File: src/rtl/fb_pkg.sv
// Shared frame-buffer geometry, grant encoding and the queued-write record
// used by the port arbiter and its write FIFO.
package fb_pkg;

  localparam int unsigned H_SIZE   = 320;
  localparam int unsigned V_SIZE   = 240;
  localparam int unsigned FB_WORDS = H_SIZE * V_SIZE;
  localparam int unsigned ADDR_W   = $clog2(FB_WORDS);
  localparam int unsigned DATA_W   = 16;

  typedef enum logic [1:0] {
    GNT_IDLE,
    GNT_RD,
    GNT_WR
  } fb_grant_e;

  typedef struct packed {
    logic [ADDR_W-1:0] addr;
    logic [DATA_W-1:0] data;
  } fb_wr_t;

endpackage

File: src/rtl/fb_wr_fifo.sv
// Synchronous FIFO of pending frame-buffer writes. A push while full is
// dropped and a pop while empty is ignored; the caller gates both.
module fb_wr_fifo
  import fb_pkg::*;
#(
  parameter int unsigned DEPTH = 8
) (
  input  logic                   clk,
  input  logic                   reset_n,
  input  logic                   push,
  input  fb_wr_t                 push_data,
  input  logic                   pop,
  output fb_wr_t                 head,
  output logic [$clog2(DEPTH):0] level,
  output logic                   full,
  output logic                   empty
);

  localparam int unsigned PtrW = $clog2(DEPTH);

  fb_wr_t           mem_q [DEPTH];
  logic [PtrW-1:0]  wptr_q, rptr_q;
  logic [PtrW:0]    level_q;
  logic             do_push, do_pop;

  assign full    = (level_q == (PtrW + 1)'(DEPTH));
  assign empty   = (level_q == '0);
  assign do_push = push && !full;
  assign do_pop  = pop && !empty;
  assign head    = mem_q[rptr_q];
  assign level   = level_q;

  always_ff @(posedge clk or negedge reset_n) begin
    if (!reset_n) begin
      wptr_q  <= '0;
      rptr_q  <= '0;
      level_q <= '0;
    end else begin
      if (do_push) wptr_q <= wptr_q + PtrW'(1);
      if (do_pop)  rptr_q <= rptr_q + PtrW'(1);
      case ({do_push, do_pop})
        2'b10:   level_q <= level_q + (PtrW + 1)'(1);
        2'b01:   level_q <= level_q - (PtrW + 1)'(1);
        default: level_q <= level_q;
      endcase
    end
  end

  // Payload storage needs no reset; occupancy is tracked by the pointers.
  always_ff @(posedge clk) begin
    if (do_push) mem_q[wptr_q] <= push_data;
  end

endmodule

File: src/rtl/fb_port_arbiter.sv
// Shares the single-port frame-buffer RAM between display reads (absolute
// priority) and a FIFO-buffered pixel writer drained in free cycles.
module fb_port_arbiter #(
  parameter int unsigned ADDR_W       = 17,
  parameter int unsigned DATA_W       = 16,
  parameter int unsigned FIFO_DEPTH   = 8,
  parameter int unsigned STARVE_LIMIT = 64
) (
  input  logic                        clk,
  input  logic                        reset_n,
  input  logic                        rd_req,
  input  logic [ADDR_W-1:0]           rd_addr,
  output logic [DATA_W-1:0]           rd_data,
  output logic                        rd_valid,
  input  logic                        wr_valid,
  output logic                        wr_ready,
  input  logic [ADDR_W-1:0]           wr_addr,
  input  logic [DATA_W-1:0]           wr_data,
  output logic                        mem_en,
  output logic                        mem_we,
  output logic [ADDR_W-1:0]           mem_addr,
  output logic [DATA_W-1:0]           mem_wdata,
  input  logic [DATA_W-1:0]           mem_rdata,
  output logic [$clog2(FIFO_DEPTH):0] fifo_level,
  output logic                        wr_starve
);

  import fb_pkg::*;

  localparam int unsigned CntW = $clog2(STARVE_LIMIT + 1);

  fb_grant_e         grant;
  fb_wr_t            wr_entry, wr_head;
  logic              fifo_full, fifo_empty;
  logic              rd_pend_q, rd_valid_q;
  logic [DATA_W-1:0] rd_data_q;
  logic [CntW-1:0]   starve_cnt_q, starve_cnt_d;
  logic              starve_q;

  assign wr_entry = '{addr: wr_addr, data: wr_data};

  // Held in reset, nothing reaches the RAM and the writer is refused.
  assign wr_ready = reset_n && !fifo_full;

  fb_wr_fifo #(
    .DEPTH (FIFO_DEPTH)
  ) u_wr_fifo (
    .clk       (clk),
    .reset_n   (reset_n),
    .push      (wr_valid && wr_ready),
    .push_data (wr_entry),
    .pop       (grant == GNT_WR),
    .head      (wr_head),
    .level     (fifo_level),
    .full      (fifo_full),
    .empty     (fifo_empty)
  );

  always_comb begin
    grant = GNT_IDLE;
    if (!reset_n)         grant = GNT_IDLE;
    else if (rd_req)      grant = GNT_RD;
    else if (!fifo_empty) grant = GNT_WR;
  end

  always_comb begin
    mem_en    = 1'b0;
    mem_we    = 1'b0;
    mem_addr  = '0;
    mem_wdata = '0;
    case (grant)
      GNT_RD: begin
        mem_en   = 1'b1;
        mem_addr = rd_addr;
      end
      GNT_WR: begin
        mem_en    = 1'b1;
        mem_we    = 1'b1;
        mem_addr  = wr_head.addr;
        mem_wdata = wr_head.data;
      end
      default: ;
    endcase
  end

  // Read return: stage 1 waits out the RAM latency, stage 2 captures the word.
  always_ff @(posedge clk or negedge reset_n) begin
    if (!reset_n) begin
      rd_pend_q  <= 1'b0;
      rd_valid_q <= 1'b0;
      rd_data_q  <= '0;
    end else begin
      rd_pend_q  <= (grant == GNT_RD);
      rd_valid_q <= rd_pend_q;
      if (rd_pend_q) rd_data_q <= mem_rdata;
    end
  end

  assign rd_valid = rd_valid_q;
  assign rd_data  = rd_data_q;

  always_comb begin
    starve_cnt_d = '0;
    if (fifo_full && rd_req) begin
      starve_cnt_d = (starve_cnt_q == CntW'(STARVE_LIMIT)) ? starve_cnt_q
                                                           : starve_cnt_q + CntW'(1);
    end
  end

  always_ff @(posedge clk or negedge reset_n) begin
    if (!reset_n) begin
      starve_cnt_q <= '0;
      starve_q     <= 1'b0;
    end else begin
      starve_cnt_q <= starve_cnt_d;
      if (starve_cnt_d == CntW'(STARVE_LIMIT)) starve_q <= 1'b1;
    end
  end

  assign wr_starve = starve_q;

endmodule

File: config.mk
export PLATFORM = sky130hd
export DESIGN_NAME = fb_port_arbiter
export DESIGN_NICKNAME = d
export VERILOG_FILES = /design/src/rtl/fb_pkg.sv /design/src/rtl/fb_wr_fifo.sv /design/src/rtl/fb_port_arbiter.sv
export SDC_FILE = /design/constraint.sdc
export NUM_CORES = 1
export LEC_CHECK = 0
export ABC_AREA = 1
export BUFFER_PORTS_ARGS = -buffer_cell sky130_fd_sc_hd__buf_2
export CORE_ASPECT_RATIO = 0.8
export CORE_MARGIN = 2
export CORE_UTILIZATION = 28
export DETAILED_ROUTE_END_ITERATION = 10
export GPL_ROUTABILITY_DRIVEN = 0
export GPL_TIMING_DRIVEN = 0
export PLACE_DENSITY = 0.45
export SKIP_CTS_REPAIR_TIMING = 1
export SYNTH_ARGS = -nofsm -noshare
export SYNTH_HDL_FRONTEND = slang
export SYNTH_HIERARCHICAL = 1
export SYNTH_SLANG_ARGS = --single-unit
File: constraint.sdc
create_clock -name clk -period 4.7 [get_ports clk]
set_clock_uncertainty 0.2 [all_clocks]
set_input_delay 0.47 -clock clk [delete_from_list [all_inputs] [get_ports clk]]
set_output_delay 0.47 -clock clk [all_outputs]
set_load 0.05 [all_outputs]
==> results.md, run 1 <==
* CP Class: input pin to flip-flop
* Port-buffer cells at 127
* CTS clock-pin slew for the worst setup and hold paths at 0.06 ns
* Seq/Total Area, Yosys at 65.6%
* Vias in the first global route at 8857
* CP max-delay cell: nor3_4
* Post-route DRC at 0
* Area leader, netlist: edfxtp_1
* Leak Pwr at 7.39 nW
* Main synth FF type: edfxtp_1
* Crit-path max FO at 38
* Worst hold stages at 1
* Total wire length at 36.4 mm
* Synth top area cells: edfxtp_1, nand2_1, nor2_1
* Post-route insts no fill at 2240
* Reg2reg start: u_wr_fifo/level[1]
* Drt pass-1 iters at 5
* Cell breakdown of the critical path: dlygate4sd3_1, buf_2, inv_2, nor3_4, buf_6, nand2_1, inv_1, ha_1, ha_1, or2_2, nand2_1, nand2_1, nand3_1, nand2_1
* Cell row count at 71
* Post-synthesis cell type count at 29
* Post-Syn Area at 13500 sq um
* Adder-cell area share of the yosys netlist at 0.799%
* Initial antenna violation count at 2
* Layout cells sized above 1 at 17.3%
* Initial core utilization at 28.5%
* Worst Hold Launch: wr_addr[3]
* MaxCap Viol Count at 0
* FFs w/ async S/R, synth at 12.0%
* Clock tree from TritonCTS: done
* H-tree depth at 2
* Crit. End Element: flip-flop
* Count of final setup violators at 0
* Post-Syn Nets at 1466
* Final nets at 1676
* Post-detailed-route count of antenna-violating nets at 0
* Synth top area share at 58.9%
* Max Slew Vio Count at 0
* Total Routing Usage GR at 14.5%
* Mux share of post-synthesis cell area at 1.34%
* Die Ht at 200 um
* Synthesis Warnings at 6
* Cell Count Post-Placement at 2164
* Max Freq at 236 MHz
* Min-Delay Endpoint: u_wr_fifo/mem_q[6][19]
* Measured slew at the worst slew-check pin at 1.00 ns
* WP data required at 4.92 ns
* Largest family of logic cells by synthesized area: simple AND/OR/NAND/NOR gates
* Status: finished, final reports clean
* Via count at 9373
* Simple-gate share of the synthesized area at 23.1%
* Post-synth top cells: nand2_1, nor2_1, edfxtp_1
* Compound-Gate Fraction of Synth Area at 1.31%
* Power density over cell area at 568 nW/um^2
* Reg2Reg Depth at 14
* First-pass GRT wire length at 54.8 mm
* Post-Synth XOR/XNOR Area at 0.390%
* Final Cycle Share at 90.1%
* Crit path top cell by count: nand2_1
* Die ar. at 49900 sq um
* Area post-placement at 15200 sq um
* Clk root buf: clkbuf_16
* Vias/cell at 4.18
* Cell with the most instances after synthesis: nand2_1
* Reg2reg end: u_wr_fifo/level[3]
* Half-perimeter wire length after placement at 25.4 mm
* Syn Inst Count at 1388
* Final instance area at 16400 sq um
* Gr ovfl total at 0
* Layout overhead on the synthesized area at 22.1%
* Syn Area/Cell at 9.70 sq um
* # fillers at 4807
* Iteration-0 DRC Markers at 628
* Core area at 47300 sq um
* Clock Path Buffers at 3
* Final Hold Fails at 0
* Critical path startpoint category: input pin
* Rel. slew slack at 32.9%
* Pin count of the biggest net entering global routing at 39
* Die Wd at 249 um
* CP max stage delay at 0.80 ns
* Critical path data arrival time at 4.45 ns
* Flop2flop setup slack at 1.00 ns
* Worst ir drop on vdd at 0.241 mV
* Post-synthesis register bit count at 300
* Clock Latency Late Sink at 0.53 ns
* Ant diodes at 0
* Worst hold-check path type: input pin to flip-flop
* Cts bufs inserted at 35
* Clock Sinks at 300
* Min cycle time layout at 4.24 ns
* Drt wl/cell at 16.3 um
* Number of flops mapped to enable cells by yosys at 264
* Power after layout at 9.34 mW
* IO Pins at 128
* RSZ-0062 raised after global routing: no
## how the worst max path moves through the flow
stage                             from                     to  slack, ns  cells past startpoint
detailed placement             reset_n     u_wr_fifo/level[3]       0.29                     13
global route                   reset_n     u_wr_fifo/level[3]       0.06                     14
finish                         reset_n     u_wr_fifo/level[3]       0.46                     14
global placement               reset_n  u_wr_fifo/mem_q[3][2]      -2.92                      6
floorplan           u_wr_fifo/level[1]  u_wr_fifo/mem_q[4][0]       0.24                      7
CTS                            reset_n     u_wr_fifo/level[3]       0.86                     13
## layer usage
metal  wire length [um]  share of wire [%]  vias to the layer above  track usage (%)
met4                509                1.4                        0             3.27
met2              16300                 45                      198             23.0
met5                  0                  0                        -                0
li1                   -                  -                     4750                -
met3               1730                4.7                       39             2.40
met1              17900                 49                     4386             20.8
## registers in the layout, summed over array words and instances, names as in the netlist
signal,cells
starve_cnt_q,7
rd_valid,1
u_wr_fifo/rptr_q,3
rd_pend_q,1
u_wr_fifo/wptr_q,3
rd_data,16
wr_starve,1
u_wr_fifo/level,4
u_wr_fifo/mem_q,264
## through the flow
| stage | util (%) | setup TNS (ns) | setup WS (ns) | hold slack [ns] |
|---|---|---|---|---|
| global route | 34.8 | 0 | 0.0611 | 0.0176 |
| finish | 34.8 | 0 | 0.465 | 0.0156 |
| global placement | 31.5 | -703.71 | -2.92 | 0.160 |
| CTS | 34.4 | 0 | 0.859 | -0.0923 |
| detailed placement | 32.3 | 0 | 0.294 | 0.166 |
| floorplan | - | 0 | 0.238 | -0.0256 |
## layout by cell type, fill, tap and decap left out, types with 2 or more instances in the layout
master	count
edfxtp_1	264
dfrtp_1	36
buf_2	166
buf_4	2
nor2_1	282
ha_1	7
clkbuf_16	37
mux2_2	16
buf_6	32
a22o_1	17
buf_1	4
xnor2_1	4
inv_2	3
clkbuf_1	22
clkinv_1	6
nand4_1	2
xor2_1	2
nand3_1	16
dlygate4sd3_1	17
o21ai_0	4
nor2_4	9
nor3_2	8
nand2_1	474
inv_1	180
## worst max-delay path, delay by kind of cell
kind,cells,cell delay (ns)
fa+ha+maj,2,0.53
simple gates,7,1.53
buf+inv,5,1.86
## logic make-up (layout without fill, tap and decap cells)
family / after synthesis / after routing
multiplexers: 16 / 16
AO/OA/AOI/OAI: 22 / 22
flip-flops: 300 / 300
buffers and inverters: 241 / 473
AND/OR/NAND/NOR: 795 / 795
XOR/XNOR: 6 / 6
adder cells (fa/ha/maj): 8 / 8
## where the power goes
part	leakage (nW)	internal (mW)	switching (mW)	total [mW]
Sequential	2.83	3.13	0.0897	3.22
Clock	0.497	1.49	1.03	2.52
Combinational	4.06	1.02	2.57	3.60
Total	7.39	5.65	3.69	9.34
## area by class of cell
cell class | count | area [sq um] | share of cell area [%]
inverter | 184 | 693 | 4.21
clock inverter | 7 | 52.6 | 0.319
clock buffer | 52 | 982 | 5.97
multi-input combinational | 847 | 3660 | 22.3
tap | 620 | 776 | 4.72
buffer | 57 | 320 | 1.95
sequential | 300 | 8830 | 53.7
timing repair buffer | 173 | 1130 | 6.88
Note: power is estimated with default switching activity, not from simulation.
==> run 2: changes to the inputs <==
--- a/config.mk
+++ b/config.mk
@@ -13,7 +13,7 @@
 export DETAILED_ROUTE_END_ITERATION = 10
 export GPL_ROUTABILITY_DRIVEN = 0
 export GPL_TIMING_DRIVEN = 0
-export PLACE_DENSITY = 0.45
+export HOLD_SLACK_MARGIN = 0.08
 export SKIP_CTS_REPAIR_TIMING = 1
 export SYNTH_ARGS = -nofsm -noshare
 export SYNTH_HDL_FRONTEND = slang
==> constraint.sdc (replaced) <==
create_clock -name clk -period 5.47 [get_ports clk]
set_clock_uncertainty 0.2 [all_clocks]
set_input_delay 0.547 -clock clk [delete_from_list [all_inputs] [get_ports clk]]
set_output_delay 0.547 -clock clk [all_outputs]
set_load 0.05 [all_outputs]
==> run 2 against run 1 <==
- combinational power decreased by 14%
- largest power group unchanged
- critical path depth decreased by 7
- count of clock-buffer cells in the layout decreased by 13
- critical endpoint is now mem_wdata[15]
- clock power decreased by 17%
- final cell count increased by 0.40%
==> results.md, run 2 (synthesis gave the netlist of run 1 again) <==
* Status: finished, final reports clean
* Rel. slew slack at 35.0%
* H-tree depth at 1
* Vias/cell at 4.27
* Iteration-0 DRC Markers at 718
* Clock tree from TritonCTS: done
* Crit-path max FO at 38
* Gr ovfl total at 0
* Cell breakdown of the critical path: dlygate4sd3_1, buf_2, inv_2, nor3_4, inv_4, nor2_1, buf_2
* Worst ir drop on vdd at 0.254 mV
* Post-route DRC at 0
* Final WS setup at 1.22 ns
* Most common cell after layout, fill and taps aside: nand2_1
* Die Wd at 249 um
* Final Cycle Share at 77.7%
* Clk root buf: clkbuf_16
* Leak Pwr at 7.43 nW
* Worst hold-check path type: input pin to flip-flop
* Final Hold Fails at 0
* Initial antenna violation count at 0
* Max Slew Vio Count at 0
* Drt pass-1 iters at 5
* Most frequent cells in the layout: nand2_1, nor2_1, edfxtp_1
* Most flops, register: u_wr_fifo/mem_q
* Critical path data arrival time at 3.50 ns
* Reg2reg start: u_wr_fifo/level[0]
* Critical path startpoint category: input pin
* Initial core utilization at 28.5%
* Measured slew at the worst slew-check pin at 0.972 ns
* Port-buffer cells at 127
* Final nets at 1685
* Layout cells sized above 1 at 17.6%
* Final instance area at 16600 sq um
* Largest register FFs at 264
* Drt wl/cell at 15.6 um
* # fillers at 4699
* Post-detailed-route count of antenna-violating nets at 0
* CP max stage delay at 0.77 ns
* Layout overhead on the synthesized area at 23.0%
* Ant diodes at 0
* MaxCap Viol Count at 0
* CP endpoint: mem_wdata[15]
* Core area at 47300 sq um
* Reg2reg end: u_wr_fifo/level[3]
* Post-route insts no fill at 2249
* Area post-placement at 15200 sq um
* Vias in the first global route at 8920
* Crit. End Element: output port
* Flop2flop setup slack at 1.80 ns
* CTS clock-pin slew for the worst setup and hold paths at 0.07 ns
* Cell Count Post-Placement at 2161
* Total Routing Usage GR at 13.8%
* Max Freq at 235 MHz
* CP Class: input pin to output port
* Pin count of the biggest net entering global routing at 39
* Setup TNS at 0 ns
* WP data required at 4.72 ns
* Min cycle time layout at 4.25 ns
* IO Pins at 128
* Critical Path Start: reset_n
* CP max-delay cell: nor3_4
* Power density over cell area at 480 nW/um^2
* Die ar. at 49900 sq um
* Cell row count at 71
* Cts bufs inserted at 29
* Half-perimeter wire length after placement at 24.0 mm
* RSZ-0062 raised after global routing: no
* Hold_ws at 0.0746 ns
* First-pass GRT wire length at 52.9 mm
* Clock Sinks at 300
* Reg2Reg Depth at 14
* Via count at 9611
* Total wire length at 35.0 mm
* Count of final setup violators at 0
* Die Ht at 200 um
* Crit path top cell by count: buf_2
* Clock Latency Late Sink at 0.55 ns
* Setup WS pre-CTS at 1.12 ns
* Clock Path Buffers at 3
run 2: critical path: cells and delay by family:
family,cells,cell delay [ns]
buf+inv,5,1.86
simple gates,2,1.06
run 2: routing by layer:
metal  global-route usage, %  wire [um]
met1                    20.1      16600
met2                    21.5      15600
met3                    2.56       2500
met4                    2.50        403
met5                       0          0
run 2: metrics by stage:
stage | total power, mW | utilization [%]
4_1_cts | 7.99 | 34.3
5_1_grt | 8.42 | 35.0
3_5_place_dp | 5.89 | 32.2
2_1_floorplan | 4.91 | -
3_3_place_gp | 5.80 | 31.5
6_report | 7.94 | 35.0
run 2: area by class of cell:
cell class | instances | area, sq um | area share, %
buffer | 57 | 320 | 1.93
clock buffer | 39 | 816 | 4.93
clock inverter | 14 | 175 | 1.06
inverter | 184 | 693 | 4.19
multi-input combinational | 847 | 3660 | 22.1
sequential | 300 | 8830 | 53.3
tap | 620 | 776 | 4.68
timing repair buffer | 188 | 1290 | 7.77
run 2: power breakdown:
| part | switching (mW) | internal (mW) | total, mW |
|---|---|---|---|
| combinational | 2.20 | 0.884 | 3.08 |
| sequential | 0.0795 | 2.69 | 2.77 |
| clock | 0.852 | 1.23 | 2.09 |
run 2: how the worst min path moves through the flow:
stage / from / to / slack, ns / cells past startpoint
finish: wr_addr[8] / u_wr_fifo/mem_q[2][24] / 0.07 / 1
global route: wr_addr[14] / u_wr_fifo/mem_q[7][30] / 0.08 / 1
CTS: reset_n / rd_data[5] / -0.07 / 1
detailed placement: rd_pend_q / rd_valid / 0.17 / 0
global placement: rd_pend_q / rd_valid / 0.15 / 0
floorplan: reset_n / rd_data[0] / 0.05 / 0
